===== config.mk =====
export PLATFORM = sky130hd
export DESIGN_NAME = fetch_redirect_unit
export DESIGN_NICKNAME = d
export VERILOG_FILES = /design/src/rtl/fetch_redirect_unit.sv
export SDC_FILE = /design/constraint.sdc
export NUM_CORES = 1
export LEC_CHECK = 0
export CAP_MARGIN = 10
export CORE_ASPECT_RATIO = 1.4
export CORE_MARGIN = 10
export CORE_UTILIZATION = 32
export DETAILED_ROUTE_END_ITERATION = 8
export PLACE_DENSITY = 0.68
export SETUP_SLACK_MARGIN = 0.2
export SYNTH_ARGS = -nofsm -noshare
export SYNTH_HDL_FRONTEND = slang
export SYNTH_SLANG_ARGS = --single-unit

===== constraint.sdc =====
create_clock -name clk_i -period 3.7 [get_ports clk_i]
set_input_delay 0.37 -clock clk_i [delete_from_list [all_inputs] [get_ports clk_i]]
set_output_delay 0.37 -clock clk_i [all_outputs]
set_load 0.05 [all_outputs]

===== src/rtl/fetch_redirect_unit.sv =====
// Fetch PC owner with ID-stage taken-branch redirect and EX-stage mispredict recovery.
// Optional resolved-branch / mispredict statistics counters are built when BRP_STATS_EN is defined.
module fetch_redirect_unit #(
  parameter logic [31:0] RESET_PC = 32'h0000_0000
) (
  input  logic        clk_i,
  input  logic        rst_i,
  input  logic        stall_i,
  input  logic        predict_i,
  input  logic        ID_branch_i,
  input  logic [31:0] ID_pc_i,
  input  logic [31:0] ID_imm_i,
  input  logic        EX_resolve_i,
  input  logic        EX_taken_i,
  output logic [31:0] pc_o,
  output logic        ID_flush_o,
  output logic        EX_flush_o,
  output logic        EX_predict_o,
  output logic        mispredict_o,
  output logic [31:0] branch_cnt_o,
  output logic [31:0] mispredict_cnt_o
);

  logic [31:0] pc_q, pc_d;
  logic        rec_valid_q, rec_valid_d;
  logic        rec_pred_q, rec_pred_d;
  logic [31:0] rec_recover_q, rec_recover_d;

  logic [31:0] target;
  logic [31:0] fallthrough;
  logic        mispredict;
  logic        resolved;
  logic        id_flush;
  logic        ex_flush;

  // Immediate is in halfword units; both sums wrap silently.
  assign target      = ID_pc_i + {ID_imm_i[30:0], 1'b0};
  assign fallthrough = ID_pc_i + 32'd4;
  assign resolved    = EX_resolve_i & rec_valid_q;
  assign mispredict  = resolved & (rec_pred_q != EX_taken_i);

  always_comb begin
    pc_d          = pc_q + 32'd4;
    rec_valid_d   = 1'b0;
    rec_pred_d    = rec_pred_q;
    rec_recover_d = rec_recover_q;
    id_flush      = 1'b0;
    ex_flush      = 1'b0;
    if (mispredict) begin
      // The ID instruction is on the wrong path, so it is neither recorded nor counted.
      pc_d     = rec_recover_q;
      id_flush = 1'b1;
      ex_flush = 1'b1;
    end else if (stall_i) begin
      pc_d = pc_q;
    end else if (ID_branch_i && predict_i) begin
      pc_d          = target;
      id_flush      = 1'b1;
      rec_valid_d   = 1'b1;
      rec_pred_d    = 1'b1;
      rec_recover_d = fallthrough;
    end else if (ID_branch_i) begin
      rec_valid_d   = 1'b1;
      rec_pred_d    = 1'b0;
      rec_recover_d = target;
    end
  end

  always_ff @(posedge clk_i or negedge rst_i) begin
    if (!rst_i) begin
      pc_q          <= RESET_PC;
      rec_valid_q   <= 1'b0;
      rec_pred_q    <= 1'b0;
      rec_recover_q <= 32'h0000_0000;
    end else begin
      pc_q          <= pc_d;
      rec_valid_q   <= rec_valid_d;
      rec_pred_q    <= rec_pred_d;
      rec_recover_q <= rec_recover_d;
    end
  end

  assign pc_o         = pc_q;
  assign ID_flush_o   = id_flush;
  assign EX_flush_o   = ex_flush;
  assign EX_predict_o = rec_pred_q;
  assign mispredict_o = mispredict;

`ifdef BRP_STATS_EN
  logic [31:0] branch_cnt_q, branch_cnt_d;
  logic [31:0] mispredict_cnt_q, mispredict_cnt_d;

  // Saturating counters: they stick at all-ones rather than wrapping.
  always_comb begin
    branch_cnt_d     = branch_cnt_q;
    mispredict_cnt_d = mispredict_cnt_q;
    if (resolved && (branch_cnt_q != 32'hFFFF_FFFF)) begin
      branch_cnt_d = branch_cnt_q + 32'd1;
    end
    if (mispredict && (mispredict_cnt_q != 32'hFFFF_FFFF)) begin
      mispredict_cnt_d = mispredict_cnt_q + 32'd1;
    end
  end

  always_ff @(posedge clk_i or negedge rst_i) begin
    if (!rst_i) begin
      branch_cnt_q     <= 32'h0000_0000;
      mispredict_cnt_q <= 32'h0000_0000;
    end else begin
      branch_cnt_q     <= branch_cnt_d;
      mispredict_cnt_q <= mispredict_cnt_d;
    end
  end

  assign branch_cnt_o     = branch_cnt_q;
  assign mispredict_cnt_o = mispredict_cnt_q;
`else
  assign branch_cnt_o     = 32'h0000_0000;
  assign mispredict_cnt_o = 32'h0000_0000;
`endif

endmodule

# Yosys cells after proc, flatten, opt, wreduce, memory -nomap -nowiden
# Index checks and enable logic that the tools add are counted.
[totals]
ff_bits = 66
inputBits = 71
out_inout_bits = 100
[op_classes]
add_sub_neg = 3
n_eq_ne = 2
mux = 15
bitwise = 4
n_reduce_logical = 3
[ops]
columns = ["cell", "count"]
rows = [
  ["$mux 32", 5],
  ["$add 32x3->32 const B", 2],
  ["$add 32x32->32", 1],
  ["$mux 1", 10],
  ["$reduce_and 3->1", 1],
  ["$and 1x1->1", 2],
  ["$ne 2x1->1 const B", 1],
  ["$not 1->1", 2],
  ["$reduce_bool 2->1", 1],
  ["$logic_and 1x1->1", 1],
  ["$ne 1x1->1", 1],
]

# Longest topological paths before layout
[depth]
word_depth = 4
depth_mapped = 11
ltp_nobuf = 11

# Worst setup path after synthesis
# No wires, ideal clock.
[synth_timing]
path_kind = "register -> register"
startpoint = "register pc_q[2], in the netlist pc_o[2]"
endpoint = "register pc_q[28], in the netlist pc_o[28]"
setup_ns = 0.132
arrival_ns = 2.428
path_slack_ns = 1.140
path_stages_with_launch = 10
n_path_buf = 0
cell_sequence = "dfrtp_1 -> ha_1 -> and3_1 -> nand4_1 -> nor3_4 -> nand2_2 -> nor2_1 -> mux2_2 -> nand3_1 -> o211ai_1"
[synth_between]
elab_chain_len = 4
[synth_rtl]
columns = ["element", "line_no", "rtl"]
rows = [
  ["from (decl)", "24", "logic [31:0] pc_q, pc_d;"],
  ["from (signal assigned)", "76", "pc_q <= pc_d;"],
  ["$add 32x3->32", "43", "pc_d = pc_q + 32'd4;"],
  ["$mux 32", "56", "end else if (ID_branch_i && predict_i) begin"],
  ["$mux 32", "54", "end else if (stall_i) begin"],
  ["$mux 32", "49", "if (mispredict) begin"],
]
# No other way between the ends. The select of a mux whose other input is x is not followed.
# A chain may end at the register's enable or synchronous reset.

# Worst setup path in the final report
[layout_timing]
startpoint = "input ID_pc_i[8]"
endpoint = "register rec_recover_q[15]"
[layout_between]
elab_chain_len = 3
word_cells_on_any_way = 4
[layout_rtl]
columns = ["element", "line_no", "rtl"]
rows = [
  ["from (decl)", "11", "input logic [31:0] ID_pc_i,"],
  ["$add 32x32->32", "37", "assign target = ID_pc_i + {ID_imm_i[30:0], 1'b0};"],
  ["$mux 32", "62", "end else if (ID_branch_i) begin"],
  ["$mux 32 (*)", "56", ""],
  ["to (signal assigned)", "79", "rec_recover_q <= rec_recover_d;"],
  ["to (decl)", "27", "logic [31:0] rec_recover_q, rec_recover_d;"],
]
# Mark *: on every way between the ends. The rest lies on a longest branch, timed or not. The select of a mux whose other input is x is not followed.

==> out/qor.json <==
{
  "post_synth_main_area_contributors": "dfrtp_1 (25%), buf_4 (7.6%), nand2_1 (6.2%)",
  "grt_pass1_vias": 6401,
  "critPathMaxFanout": 6,
  "h_tree_depth_reported_by_cts": 3,
  "final.setup.worst_slack_ns": 0.5862,
  "synthesis.instances": 857,
  "worstSkewPairLatency_ns": 0.33,
  "total_instance_count_after_detailed_placement": 1193,
  "post_synth.cell_area_avg_um2": 7.595,
  "starting_density_pct": 32.67,
  "core_area_um2": 19920,
  "timing.critical_path.required_ns": 3.89,
  "synth.yosys.warnings": 0,
  "path_cells": "clkdlybuf4s50_1 -> ha_1 -> a211oi_1 -> o21bai_1 -> nor4_2 -> o21ai_1 -> buf_4 -> a21boi_0 -> xor2_1 -> a21oi_1",
  "route.antenna.remaining_nets": 0,
  "placement_rows": 61,
  "hp-class": "in2async",
  "cts_buffer_depth": 2,
  "final_area_um2": 7960,
  "critPathCaptureType": "flop",
  "synth.largest_area_cell": "dfrtp_1",
  "mappedNetlistArea_um2": 6509,
  "detailedPlacementHpwl_um": 16570,
  "postRouteWirelength_um": 20460,
  "global_route.overflow_total": 0,
  "worstReg2RegStart": "pc_o[2]",
  "synth.lib_cells_used.distinct": 80,
  "power.density_cell_area_nw_per_um2": 465.3,
  "fp.dieH_um": 188.7,
  "cts.sink_count": 66,
  "setup_viol": 0,
  "finalHoldViolCount": 0,
  "floorplan.die.width_um": 140.5,
  "timing.setup.tns_ns": 0,
  "worst-slew-pin-transition_ns": 0.9573,
  "drtPass1Iterations": 6,
  "number_of_maximum_capacitance_constraint_violations": 0,
  "tritoncts": "yes",
  "report.final.slew_viol_count": 0,
  "worst_clock_skew_ns": 0.003859,
  "layout.cells.non_filler": 1210,
  "p_sw_w": 0.001599,
  "power_report.internal_total_w": 0.002105,
  "power.switching_fraction_pct": 43.17,
  "achievable_clock_frequency_ghz": 0.3212,
  "first_iter_violations": 535,
  "dieArea_um2": 26530,
  "grt_first_pass_wirelength_um": 32980,
  "number_of_clock_buffers_inserted_by_tritoncts": 9,
  "placedInstanceArea_um2": 7627,
  "synth_edf_count": 0,
  "antenna_found_initial": 1,
  "timing.slew.headroom_pct": 36.18,
  "n_fill_cell": 2028,
  "route.detailed.drc": 0,
  "synth_ff_type": "dfrtp_1",
  "pre_cts_slack_ns": 0.3418,
  "flow.area_growth_from_synthesis_pct": 22.30,
  "share_seq_of_total_power_pct": 29.7,
  "synth.top_cell.area_share_pct": 25.37,
  "period_needed_ns": 3.114,
  "post_cts.repair.setup_buffers": 0,
  "async_flop_share_pct": 100.0,
  "grt_start_max_net_pins": 43,
  "status": "complete, no violations",
  "worst_setup_path_start_kind": "input pin",
  "yosys_reg_bits": 66,
  "multiInputGateArea_um2": 4403,
  "path_clk_slew_ns": 0.06,
  "num_vias": 6381,
  "ir_worst_vdd_uv": 231.1,
  "power.leakage_nw": 3.353,
  "vias_per_cell": 5.274,
  "floorplan.io_pins": 171,
  "proportion_of_power_drawn_by_combinational_gates_pct": 44.8,
  "slowest_delay_ns": 0.49,
  "globalRouteTotalUtil_pct": 14.79,
  "synth.top_cells.by_count": "nand2_1 (108), nor2_1 (85), o21ai_0 (73), a21oi_1 (68)",
  "synth_sequential_area_ratio_pct": 25.37,
  "hold_buffers": 0,
  "power_w": 0.003704,
  "path_class": "in2reg",
  "place_congestion": 0.9383,
  "rsz_0062_raised_after_global_routing": "false",
  "yosysMostFrequentCell": "nand2_1",
  "slowest_stage": "clkdlybuf4s50_1",
  "crit_arrival_ns": 3.30,
  "ctsRootBufferMaster": "clkbuf_16",
  "finalCritPeriodShare_pct": 84.16,
  "clkPwrFrac_pct": 25.4,
  "cts_repair_resize_count": 0,
  "sequential_cell_area_um2": 1652,
  "port_buffers": 105,
  "crit_path_start": "ID_pc_i[8]",
  "share_of_final_layout_standard_cells_stronger_than_drive_strength_1_pct": 6.270,
  "design.final.nets": 1056,
  "detail_route.wl_per_cell_um": 16.91
}
sequential cells by signal, indices dropped and copies added (netlist names):
signal         cells
pc_o              32
rec_recover_q     32
EX_predict_o       1
rec_valid_q        1
metal layers:
metal  up-vias  wire length (um)  global-route usage [%]
li1       3156                 -                       -
met1      2958              8837                   18.10
met2       229              9903                   24.96
met3        38              1124                   2.466
met4         0               599                   6.091
met5         -                 0                       0
cell usage in the layout (no fill, tap or decap), drive strengths merged, types with 8 or more instances in the layout:
cell type	count
a21o	13
o21ai	79
clkdlybuf4s50	102
clkbuf	12
o211ai	12
o22ai	13
nand4	12
nand3	42
nor3	13
a211oi	8
xnor2	36
dfrtp	66
a31oi	15
nor2	86
xor2	25
inv	16
ha	32
and3	16
nand2	109
conb	64
buf	20
a21oi	68
worst max-delay path, delay by kind of cell:
family / cells / cell delay [ns]
buf+inv: 2 / 0.68
simple gates: 1 / 0.49
xor+xnor: 1 / 0.37
fa+ha+maj: 1 / 0.41
compound gates: 5 / 0.98
cell families after synthesis:
| family | share of synthesized area (%) |
|---|---|
| compound gates | 24.20 |
| simple gates | 23.61 |
| mux | 1.442 |
| other cells | 0.05761 |
| buf+inv | 10.65 |
| fa+ha+maj | 6.459 |
| flops | 25.37 |
| xor+xnor | 8.208 |
area by class of cell:
type                    instances  share of cell area [%]
multi-input cells             736                   55.31
diodes                          1                 0.03144
flip-flops and latches         66                   20.75
clock inverters                 4                  0.9274
inverters                      17                  0.8016
repair buffers                122                   15.00
well taps                     252                   3.961
clock buffers                  12                   3.222
metrics by stage:
| step | utilization (%) | hold slack, ns |
|---|---|---|
| detailed placement | 38.29 | 0.4574 |
| global placement | 38.29 | 0.4525 |
| floorplan | - | 0.07441 |
| CTS | 39.95 | 0.2081 |
| finish | 39.96 | 0.1930 |
| global route | 39.96 | 0.2495 |
power groups by stage:
stage | clock network [W] | logic (W) | registers, W
6_report | 0.000942 | 0.00166 | 0.00110
5_1_grt | 0.000985 | 0.00179 | 0.00113
4_1_cts | 0.000956 | 0.00166 | 0.00109
3_5_place_dp | 0 | 0.00166 | 0.00110
3_3_place_gp | 0 | 0.00164 | 0.00110
2_1_floorplan | 0 | 0.000833 | 0.00141
path summary, 6_finish.rpt:
path / endpoint / slack, ns / depth (start not counted)
min: rec_recover_q[5] / 0.19 / 1
max in group asynchronous: pc_o[22] / 2.72 / 2
max reg2reg: pc_o[26] / 0.95 / 8
min reg2reg: rec_recover_q[13] / 0.47 / 2
max: rec_recover_q[15] / 0.59 / 10
min in group clk_i: rec_recover_q[13] / 0.47 / 2
Power figures use the tool's default switching activity.
